===== src/rtl/pio_irq_capture_pkg.sv =====
// Shared register map, INFO field layout and edge-enable type for pio_irq_capture.
package pio_irq_capture_pkg;

  localparam logic [2:0] ADDR_DATA     = 3'd0;
  localparam logic [2:0] ADDR_IRQ_MASK = 3'd2;
  localparam logic [2:0] ADDR_CAPTURE  = 3'd3;
  localparam logic [2:0] ADDR_RISE_EN  = 3'd4;
  localparam logic [2:0] ADDR_FALL_EN  = 3'd5;
  localparam logic [2:0] ADDR_DB_LEN   = 3'd6;
  localparam logic [2:0] ADDR_INFO     = 3'd7;

  localparam int unsigned INFO_WIDTH_LSB  = 0;
  localparam int unsigned INFO_WIDTH_BITS = 8;
  localparam int unsigned INFO_SYNC_LSB   = 8;
  localparam int unsigned INFO_SYNC_BITS  = 4;
  localparam int unsigned INFO_DB_BIT     = 16;

  typedef struct packed {
    logic rise;
    logic fall;
  } edge_en_t;

endpackage


===== src/rtl/pio_irq_capture_filter.sv =====
// One input bit: synchroniser, optional debounce, prev flop and qualified edge outputs.
// Debounce counter is built only with PIO_IRQ_CAPTURE_DEBOUNCE_EN defined.
module pio_irq_capture_filter
  import pio_irq_capture_pkg::*;
#(
  parameter int unsigned SYNC_STAGES = 2,
  parameter int unsigned DB_WIDTH    = 8
) (
  input  logic                clk,
  input  logic                reset_n,
  input  logic                in_i,
  input  edge_en_t            edge_en_i,
  input  logic [DB_WIDTH-1:0] db_len_i,
  output logic                filt_c_o,
  output logic                rise_c_o,
  output logic                fall_c_o
);

  logic [SYNC_STAGES-1:0] sync_q;
  logic                   sync_out;
  logic                   filt;
  logic                   prev_q;

  always_ff @(posedge clk) begin
    if (!reset_n) sync_q <= '0;
    else          sync_q <= {sync_q[SYNC_STAGES-2:0], in_i};
  end

  assign sync_out = sync_q[SYNC_STAGES-1];

`ifdef PIO_IRQ_CAPTURE_DEBOUNCE_EN
  logic                filt_q, filt_d;
  logic [DB_WIDTH-1:0] cnt_q, cnt_d;

  // Accept a new level only after it has disagreed with filt for db_len+1 cycles.
  always_comb begin
    filt_d = filt_q;
    cnt_d  = '0;
    if (sync_out != filt_q) begin
      if (cnt_q == db_len_i) filt_d = sync_out;
      else                   cnt_d  = cnt_q + DB_WIDTH'(1);
    end
  end

  always_ff @(posedge clk) begin
    if (!reset_n) begin
      filt_q <= 1'b0;
      cnt_q  <= '0;
    end else begin
      filt_q <= filt_d;
      cnt_q  <= cnt_d;
    end
  end

  assign filt = filt_q;
`else
  logic [DB_WIDTH-1:0] unused_db_len;
  assign unused_db_len = db_len_i;
  assign filt          = sync_out;
`endif

  always_ff @(posedge clk) begin
    if (!reset_n) prev_q <= 1'b0;
    else          prev_q <= filt;
  end

  assign filt_c_o = filt;
  assign rise_c_o =  filt & ~prev_q & edge_en_i.rise;
  assign fall_c_o = ~filt &  prev_q & edge_en_i.fall;

endmodule


===== src/rtl/pio_irq_capture.sv =====
// Avalon-MM input PIO with per-bit rise/fall edge capture, W1C clear and level IRQ.
// Optional per-bit debounce via PIO_IRQ_CAPTURE_DEBOUNCE_EN.
module pio_irq_capture
  import pio_irq_capture_pkg::*;
#(
  parameter int unsigned      WIDTH       = 32,
  parameter int unsigned      SYNC_STAGES = 2,
  parameter logic [WIDTH-1:0] RISE_INIT   = '0,
  parameter logic [WIDTH-1:0] FALL_INIT   = '1,
  parameter int unsigned      DB_WIDTH    = 8,
  parameter logic [DB_WIDTH-1:0] DB_INIT  = '0
) (
  input  logic             clk,
  input  logic             reset_n,
  input  logic [2:0]       address,
  input  logic             chipselect,
  input  logic             write_n,
  input  logic [31:0]      writedata,
  input  logic [WIDTH-1:0] in_port,
  output logic [31:0]      readdata,
  output logic             irq
);

  logic             wr;
  logic [WIDTH-1:0] mask_q, mask_d;
  logic [WIDTH-1:0] cap_q, cap_d;
  logic [WIDTH-1:0] rise_en_q, rise_en_d;
  logic [WIDTH-1:0] fall_en_q, fall_en_d;
  logic [31:0]      rdata_q, rdata_d;
  logic [WIDTH-1:0] filt, rise, fall;
  logic [WIDTH-1:0] cap_clr;
  logic [DB_WIDTH-1:0] db_len;
  logic             db_present;
  logic [31:0]      info;

  assign wr = chipselect & ~write_n;

`ifdef PIO_IRQ_CAPTURE_DEBOUNCE_EN
  logic [DB_WIDTH-1:0] db_len_q, db_len_d;

  always_comb begin
    db_len_d = db_len_q;
    if (wr && address == ADDR_DB_LEN) db_len_d = writedata[DB_WIDTH-1:0];
  end

  always_ff @(posedge clk) begin
    if (!reset_n) db_len_q <= DB_INIT;
    else          db_len_q <= db_len_d;
  end

  assign db_len     = db_len_q;
  assign db_present = 1'b1;
`else
  logic [DB_WIDTH-1:0] unused_db_init;
  assign unused_db_init = DB_INIT;
  assign db_len         = '0;
  assign db_present     = 1'b0;
`endif

  for (genvar i = 0; i < WIDTH; i++) begin : g_bit
    pio_irq_capture_filter #(
      .SYNC_STAGES(SYNC_STAGES),
      .DB_WIDTH   (DB_WIDTH)
    ) u_filter (
      .clk      (clk),
      .reset_n  (reset_n),
      .in_i     (in_port[i]),
      .edge_en_i('{rise: rise_en_q[i], fall: fall_en_q[i]}),
      .db_len_i (db_len),
      .filt_c_o (filt[i]),
      .rise_c_o (rise[i]),
      .fall_c_o (fall[i])
    );
  end

  always_comb begin
    info = '0;
    info[INFO_WIDTH_LSB +: INFO_WIDTH_BITS] = INFO_WIDTH_BITS'(WIDTH);
    info[INFO_SYNC_LSB +: INFO_SYNC_BITS]   = INFO_SYNC_BITS'(SYNC_STAGES);
    info[INFO_DB_BIT]                       = db_present;
  end

  // Register writes; a new edge sets its capture bit even if cleared in the same cycle.
  always_comb begin
    mask_d    = mask_q;
    rise_en_d = rise_en_q;
    fall_en_d = fall_en_q;
    cap_clr   = '0;
    if (wr) begin
      case (address)
        ADDR_IRQ_MASK: mask_d    = writedata[WIDTH-1:0];
        ADDR_CAPTURE:  cap_clr   = writedata[WIDTH-1:0];
        ADDR_RISE_EN:  rise_en_d = writedata[WIDTH-1:0];
        ADDR_FALL_EN:  fall_en_d = writedata[WIDTH-1:0];
        default: ;
      endcase
    end
    cap_d = (cap_q & ~cap_clr) | rise | fall;
  end

  always_comb begin
    rdata_d = '0;
    case (address)
      ADDR_DATA:     rdata_d = 32'(filt);
      ADDR_IRQ_MASK: rdata_d = 32'(mask_q);
      ADDR_CAPTURE:  rdata_d = 32'(cap_q);
      ADDR_RISE_EN:  rdata_d = 32'(rise_en_q);
      ADDR_FALL_EN:  rdata_d = 32'(fall_en_q);
      ADDR_DB_LEN:   rdata_d = 32'(db_len);
      ADDR_INFO:     rdata_d = info;
      default:       rdata_d = '0;
    endcase
  end

  always_ff @(posedge clk) begin
    if (!reset_n) begin
      mask_q    <= '0;
      cap_q     <= '0;
      rise_en_q <= RISE_INIT;
      fall_en_q <= FALL_INIT;
      rdata_q   <= '0;
    end else begin
      mask_q    <= mask_d;
      cap_q     <= cap_d;
      rise_en_q <= rise_en_d;
      fall_en_q <= fall_en_d;
      rdata_q   <= rdata_d;
    end
  end

  assign readdata = rdata_q;
  assign irq      = |(cap_q & mask_q);

endmodule

===== config.mk =====
export PLATFORM = sky130hd
export DESIGN_NAME = pio_irq_capture
export DESIGN_NICKNAME = d
export VERILOG_FILES = /design/src/rtl/pio_irq_capture_pkg.sv /design/src/rtl/pio_irq_capture_filter.sv /design/src/rtl/pio_irq_capture.sv
export SDC_FILE = /design/constraint.sdc
export NUM_CORES = 1
export LEC_CHECK = 0
export ABC_AREA = 0
export BUFFER_PORTS_ARGS = -buffer_cell sky130_fd_sc_hd__buf_2
export CORE_ASPECT_RATIO = 1.2
export CORE_MARGIN = 10
export CORE_UTILIZATION = 55
export DETAILED_ROUTE_END_ITERATION = 12
export PLACE_DENSITY = 0.84
export REMOVE_ABC_BUFFERS = 1
export SYNTH_ARGS = -nofsm -noshare
export SYNTH_HDL_FRONTEND = slang
export SYNTH_HIERARCHICAL = 1
export SYNTH_SLANG_ARGS = --single-unit

===== constraint.sdc =====
create_clock -name clk -period 1.4 [get_ports clk]
set_input_delay 0.14 -clock clk [delete_from_list [all_inputs] [get_ports clk]]
set_output_delay 0.14 -clock clk [all_outputs]
set_load 0.01 [all_outputs]

==> results of run 1 <==
==> final cells by class <==
class	count	area [µm²]	area share, %
antenna	1	2.50	0.0183
clock buffer	38	757	5.53
clock inverter	7	163	1.19
multi-input combinational	772	5160	37.7
sequential	256	5130	37.4
tap	256	320	2.34
timing repair buffer	275	2170	15.9
==> critical path, delay by kind of cell, from the launching register on <==
kind	cells	cell delay, ns
simple gates	2	0.77
flops	1	0.32
compound gates	1	0.19
buf+inv	1	0.14
==> repair_timing <==
item,CTS,global route
hold endpoints to repair,161,0
hold buffers,65,0
pin swaps,3,2
buffers inserted,0,0
setup endpoints to repair,1,1
resized for setup,8,4
==> metrics by stage <==
stage	setup WS, ns	TNS, ns	instance area, µm²
3_3_place_gp	-0.179	-1.25	12100
3_5_place_dp	-0.199	-1.77	12100
4_1_cts	-0.676	-0.676	13700
2_1_floorplan	-1.25	-173.99	10200
5_1_grt	-0.701	-0.701	13700
6_report	-0.691	-0.691	13700
==> worst min path at each step <==
| stage | from | to | slack (ns) |
|---|---|---|---|
| detailed placement | in_port[13] | g_bit[13].u_filter/sync_q[0] | 0.34 |
| finish | write_n | rise_en_q[8] | 0.19 |
| CTS | address[2] | readdata[20] | 0.18 |
| global placement | in_port[18] | g_bit[18].u_filter/sync_q[0] | 0.34 |
| global route | address[2] | readdata[20] | 0.19 |
| floorplan | reset_n | fall_en_q[0] | 0.21 |
==> power by group <==
group          switching, mW  internal, mW  leakage, nW
combinational          0.818         0.686         3.06
sequential             0.113          7.51         2.09
clock                   2.79          4.64        0.444
==> layout by cell type (no fill, tap or decap), types with 2 or more instances in the layout <==
master         instances
nor3_1                 2
or3b_1                30
a21boi_1              64
nand2_1                2
dlygate4sd3_1         65
a21boi_0               2
o21a_1                30
a21oi_1               29
o21ai_1               96
bufinv_16              5
buf_2                100
a31oi_1               32
dfxtp_1              254
buf_6                  2
buf_12                15
nand3b_1               4
nand3_1              157
nand4_1                4
nor3b_1                2
a22oi_2                8
and3b_1               65
a22oi_1                8
nor2_1                32
nor3b_4                2
mux2i_1               33
dfxtp_2                2
and2_2                32
o31ai_1               32
buf_4                 93
and2_1                64
clkbuf_8               4
clkbuf_1               7
clkbuf_16             27
o2bb2ai_1             29
o41a_1                 2
and3_1                 2
==> per-layer routing <==
layer,vias up,GRT usage [%],share of wire (%)
met5,-,0,0
met4,0,10.1,3.4
met3,103,4.88,7.9
met2,516,40.8,50
met1,4705,26.4,39
li1,4538,-,-
==> registers in the layout (all words and copies together) (netlist names) <==
| signal | flops |
|---|---|
| g_bit.u_filter/sync_q | 64 |
| cap_q | 32 |
| fall_en_q | 32 |
| g_bit.u_filter/prev_q | 32 |
| mask_q | 32 |
| readdata | 32 |
| rise_en_q | 32 |
==> results.yml, run 1 <==
worst_setup_path:
  arrival_ns: 1.95
  r2r_cells: 3
  crit_path_max_fanout: 2
  crit_slowest_cell: "or4_4"
  r2r-end: "readdata[1]"
  crit_path_start_kind: "register"
  required_ns: 1.26
  crit_chain: "a22oi_2 > nand4_1 > or4_4 > buf_6"
  rrSetupSlack_ns: 0.23
  cpPeakStageDelay_ns: 0.55
  crit_type: "register to output port"
  crit_start: "cap_q[26]"
  critPathCapture: "irq"
  critPathCaptureType: "output port"
  worstReg2RegStart: "g_bit[1].u_filter/sync_q[1]"
global_route:
  grt_pass1_wl_mm: 50.0
  antenna_found_initial: 1
  grt_remaining_overflow: 0
  track_usage_pct: 23.2
  grt_max_degree: 86
  grt_pass1_vias: 9974
cells_and_area:
  final_util_pct: 72.1
  fillers: 1345
  fin_cells: 1605
  area_growth_pct: 28.1
  final_layout_size_suffix_gt1_share_pct: 22.1
  finish.net_count: 1402
place:
  portBuffers: 103
  place.gp.congestion: 0.856
  placedCellCount: 1494
  dpl.hpwl_mm: 18.8
run_status:
  violations: "negative setup slack"
  status: "finished with violations"
routing:
  firstDrtPassIters: 5
  wl_mm: 31.2
  drc: 0
  routedWlPerCell_um: 19.5
  ant_nets: 0
  viasPerCell: 6.14
  num_vias: 9862
  drt_iter0_drc: 908
cts:
  cts_tree: "yes"
  clock_sinks: 256
  worstSkewPairLatency_ns: 0.52
  path_clk_slew_ns: 0.06
  cts-root-buf: "clkbuf_16"
  numCtsBuffers: 26
  htree_levels: 1
  clk_path_buf_depth: 3
hold_path:
  hold_depth: 5
  worstHoldPathType: "primary input to register"
pwr:
  peakVddDrop_uv: 908
  fin_total_pwr_mw: 16.6
  p_per_area_nw_per_um2: 1210
  leakage_nw: 5.60
sta:
  finalCritPeriodShare_pct: 149
  maxSlewViolCount: 0
  rsz0062_at_grt: "yes"
  setup_viol: 1
  max_freq_mhz: 478
  worst_pin_slew_ns: 0.397
  timing.hold.ws_ns: 0.186
  hold_viol: 0
  setup_ws_ns: -0.691
  timing.slew.headroom_pct: 73.6
  final.min_clock_period_ns: 2.09
  clock_skew_ns: 0.00905
floorplanning:
  fp.dieH_um: 173
  pin_count: 104
  initial_utilization_pct: 56.3
  num_rows: 55
  die_w_um: 147
  coreArea_um2: 19000
  die_area_um2: 25500
synth:
  syn_inst: 1121
  yosysWarnings: 6
  syn_area_per_cell_um2: 9.54
  netlist_area_um2: 10700
job:
  cap_viol_max_count: 0
No activity file was read; power rests on OpenSTA's default activity.
==> run 2, diff against run 1 <==
Settings changed: RECOVER_POWER from default to 50.
==> run 2 against run 1 <==
  * The flow still finishes with violations (negative setup slack)
  * Register-to-register slack is essentially flat
  * Combinational power is essentially flat
  * Clock power barely moved
  * First-iteration DRC count up 0.99%
  * Worst hold slack improved by 0.0093 ns
  * Critical endpoint unchanged
  * Highest routed layer unchanged
==> results.yml, run 2 (synthesis gave the netlist of run 1 again) <==
pwr:
  p_per_area_nw_per_um2: 1210
  leakage_nw: 5.59
  peakVddDrop_uv: 909
cts:
  cts_tree: "yes"
  numCtsBuffers: 26
  worstSkewPairLatency_ns: 0.52
  path_clk_slew_ns: 0.06
  htree_levels: 1
  cts-root-buf: "clkbuf_16"
  cts_setup_buffers: 0
  clk_path_buf_depth: 3
  clock_sinks: 256
routing:
  drt_iter0_drc: 917
  routedWlPerCell_um: 19.4
  wl_mm: 31.2
  num_vias: 9879
  ant_nets: 0
  viasPerCell: 6.16
  drc: 0
  firstDrtPassIters: 6
worst_setup_path:
  crit_type: "register to output port"
  rrSetupSlack_ns: 0.23
  arrival_ns: 1.95
  crit_path_start_kind: "register"
  crit_chain: "a22oi_2 > nand4_1 > or4_4 > buf_6"
  required_ns: 1.26
  crit_slowest_cell: "or4_4"
  crit_path_max_fanout: 2
  cpPeakStageDelay_ns: 0.55
  critPathCaptureType: "output port"
cells_and_area:
  fin_cells: 1605
  final_util_pct: 72.1
  ff_latch_area_um2: 5130
  area_growth_pct: 28.0
  mostFrequentLayoutCells: "254 x dfxtp_1, 157 x nand3_1, 101 x buf_2"
  largest_reg_flops: 64
  finish.net_count: 1402
  top_register: "g_bit.u_filter/sync_q"
  fillers: 1348
  final_layout_size_suffix_gt1_share_pct: 22.0
  layout_commonest_cell: "dfxtp_1"
  multi_input_area_um2: 5160
global_route:
  grt_util_met2_pct: 40.8
  use_met3_pct: 4.88
  antenna_found_initial: 1
  grt_busiest_layer: "met2"
  track_usage_pct: 23.2
  grt_pass1_wl_mm: 50.0
  grt_pass1_vias: 9974
  grt_remaining_overflow: 0
  grtUsageMet1_pct: 26.4
  grt_max_degree: 86
sta:
  final.min_clock_period_ns: 2.09
  maxSlewViolCount: 0
  setup_viol: 126
  tns_ns: -10.29
  rsz0062_at_grt: "yes"
  max_freq_mhz: 479
  finalCritPeriodShare_pct: 149
  timing.slew.headroom_pct: 51.3
  clock_skew_ns: 0.00757
  setup_ws_ns: -0.689
  worst_pin_slew_ns: 0.730
  hold_viol: 0
floorplanning:
  initial_utilization_pct: 56.3
  fp.dieH_um: 173
  die_w_um: 147
  num_rows: 55
  pin_count: 104
  die_area_um2: 25500
  coreArea_um2: 19000
place:
  dpl.hpwl_mm: 18.8
  placedCellCount: 1494
  pre_cts_ws_ns: -0.199
  portBuffers: 103
  place.gp.congestion: 0.856
job:
  cap_viol_max_count: 0
run_status:
  status: "finished with violations"
  violations: "negative setup slack"
hold_path:
  worstHoldPathType: "primary input to register"
run 2: changes by cell type in the layout (fill, tap and decap cells not counted):
cell and change:
a21boi_0 +2, buf_2 +1, clkbuf_1 +1, buf_6 -1, a21boi_1 -2, buf_4 -1
run 2: worst max-delay path: cells and delay by family, from the launching register on:
kind | cells | cell delay (ns)
and+or+nand+nor | 2 | 0.77
DFF | 1 | 0.32
AOI/OAI and AO/OA | 1 | 0.19
buffers and inverters | 1 | 0.14
run 2: final timing paths:
| path | start | endpoint | cells past startpoint |
|---|---|---|---|
| worst max-delay path | cap_q[26] | irq | 4 |
| worst max register to register | g_bit[1].u_filter/sync_q[1] | readdata[1] | 3 |
| worst min register to register | g_bit[25].u_filter/sync_q[0] | g_bit[25].u_filter/sync_q[1] | 1 |
| worst min-delay path | address[2] | readdata[20] | 4 |
run 2: area by class of cell:
class	instances	area share, %
multi-input combinational	772	37.7
sequential	256	37.5
timing repair buffer	275	15.8
clock buffer	38	5.53
tap	256	2.34
clock inverter	7	1.19
antenna	1	0.0183
run 2: through the flow:
stage	power, mW	hold slack (ns)	instance area, µm²
2_1_floorplan	8.27	0.212	10200
3_3_place_gp	9.04	0.338	12100
3_5_place_dp	9.07	0.341	12100
4_1_cts	16.6	0.176	13700
5_1_grt	17.0	0.191	13700
6_report	16.5	0.195	13700
run 2: repair_timing:
action / CTS / global route
gates resized for setup: 8 / 4
endpoints found under the hold margin: 161 / 0
endpoints found under the setup margin: 1 / 1
pin swaps: 3 / 2
hold buffers: 65 / 0
run 2: routing by layer:
| layer | wire [µm] | up-vias |
|---|---|---|
| met5 | 0 | - |
| met4 | 1140 | 0 |
| met2 | 15400 | 532 |
| met3 | 2670 | 115 |
| li1 | - | 4534 |
| met1 | 11900 | 4698 |
run 2: power breakdown:
group / internal, mW / switching [mW]
clock network: 4.64 / 2.77
logic: 0.683 / 0.815
registers: 7.51 / 0.113
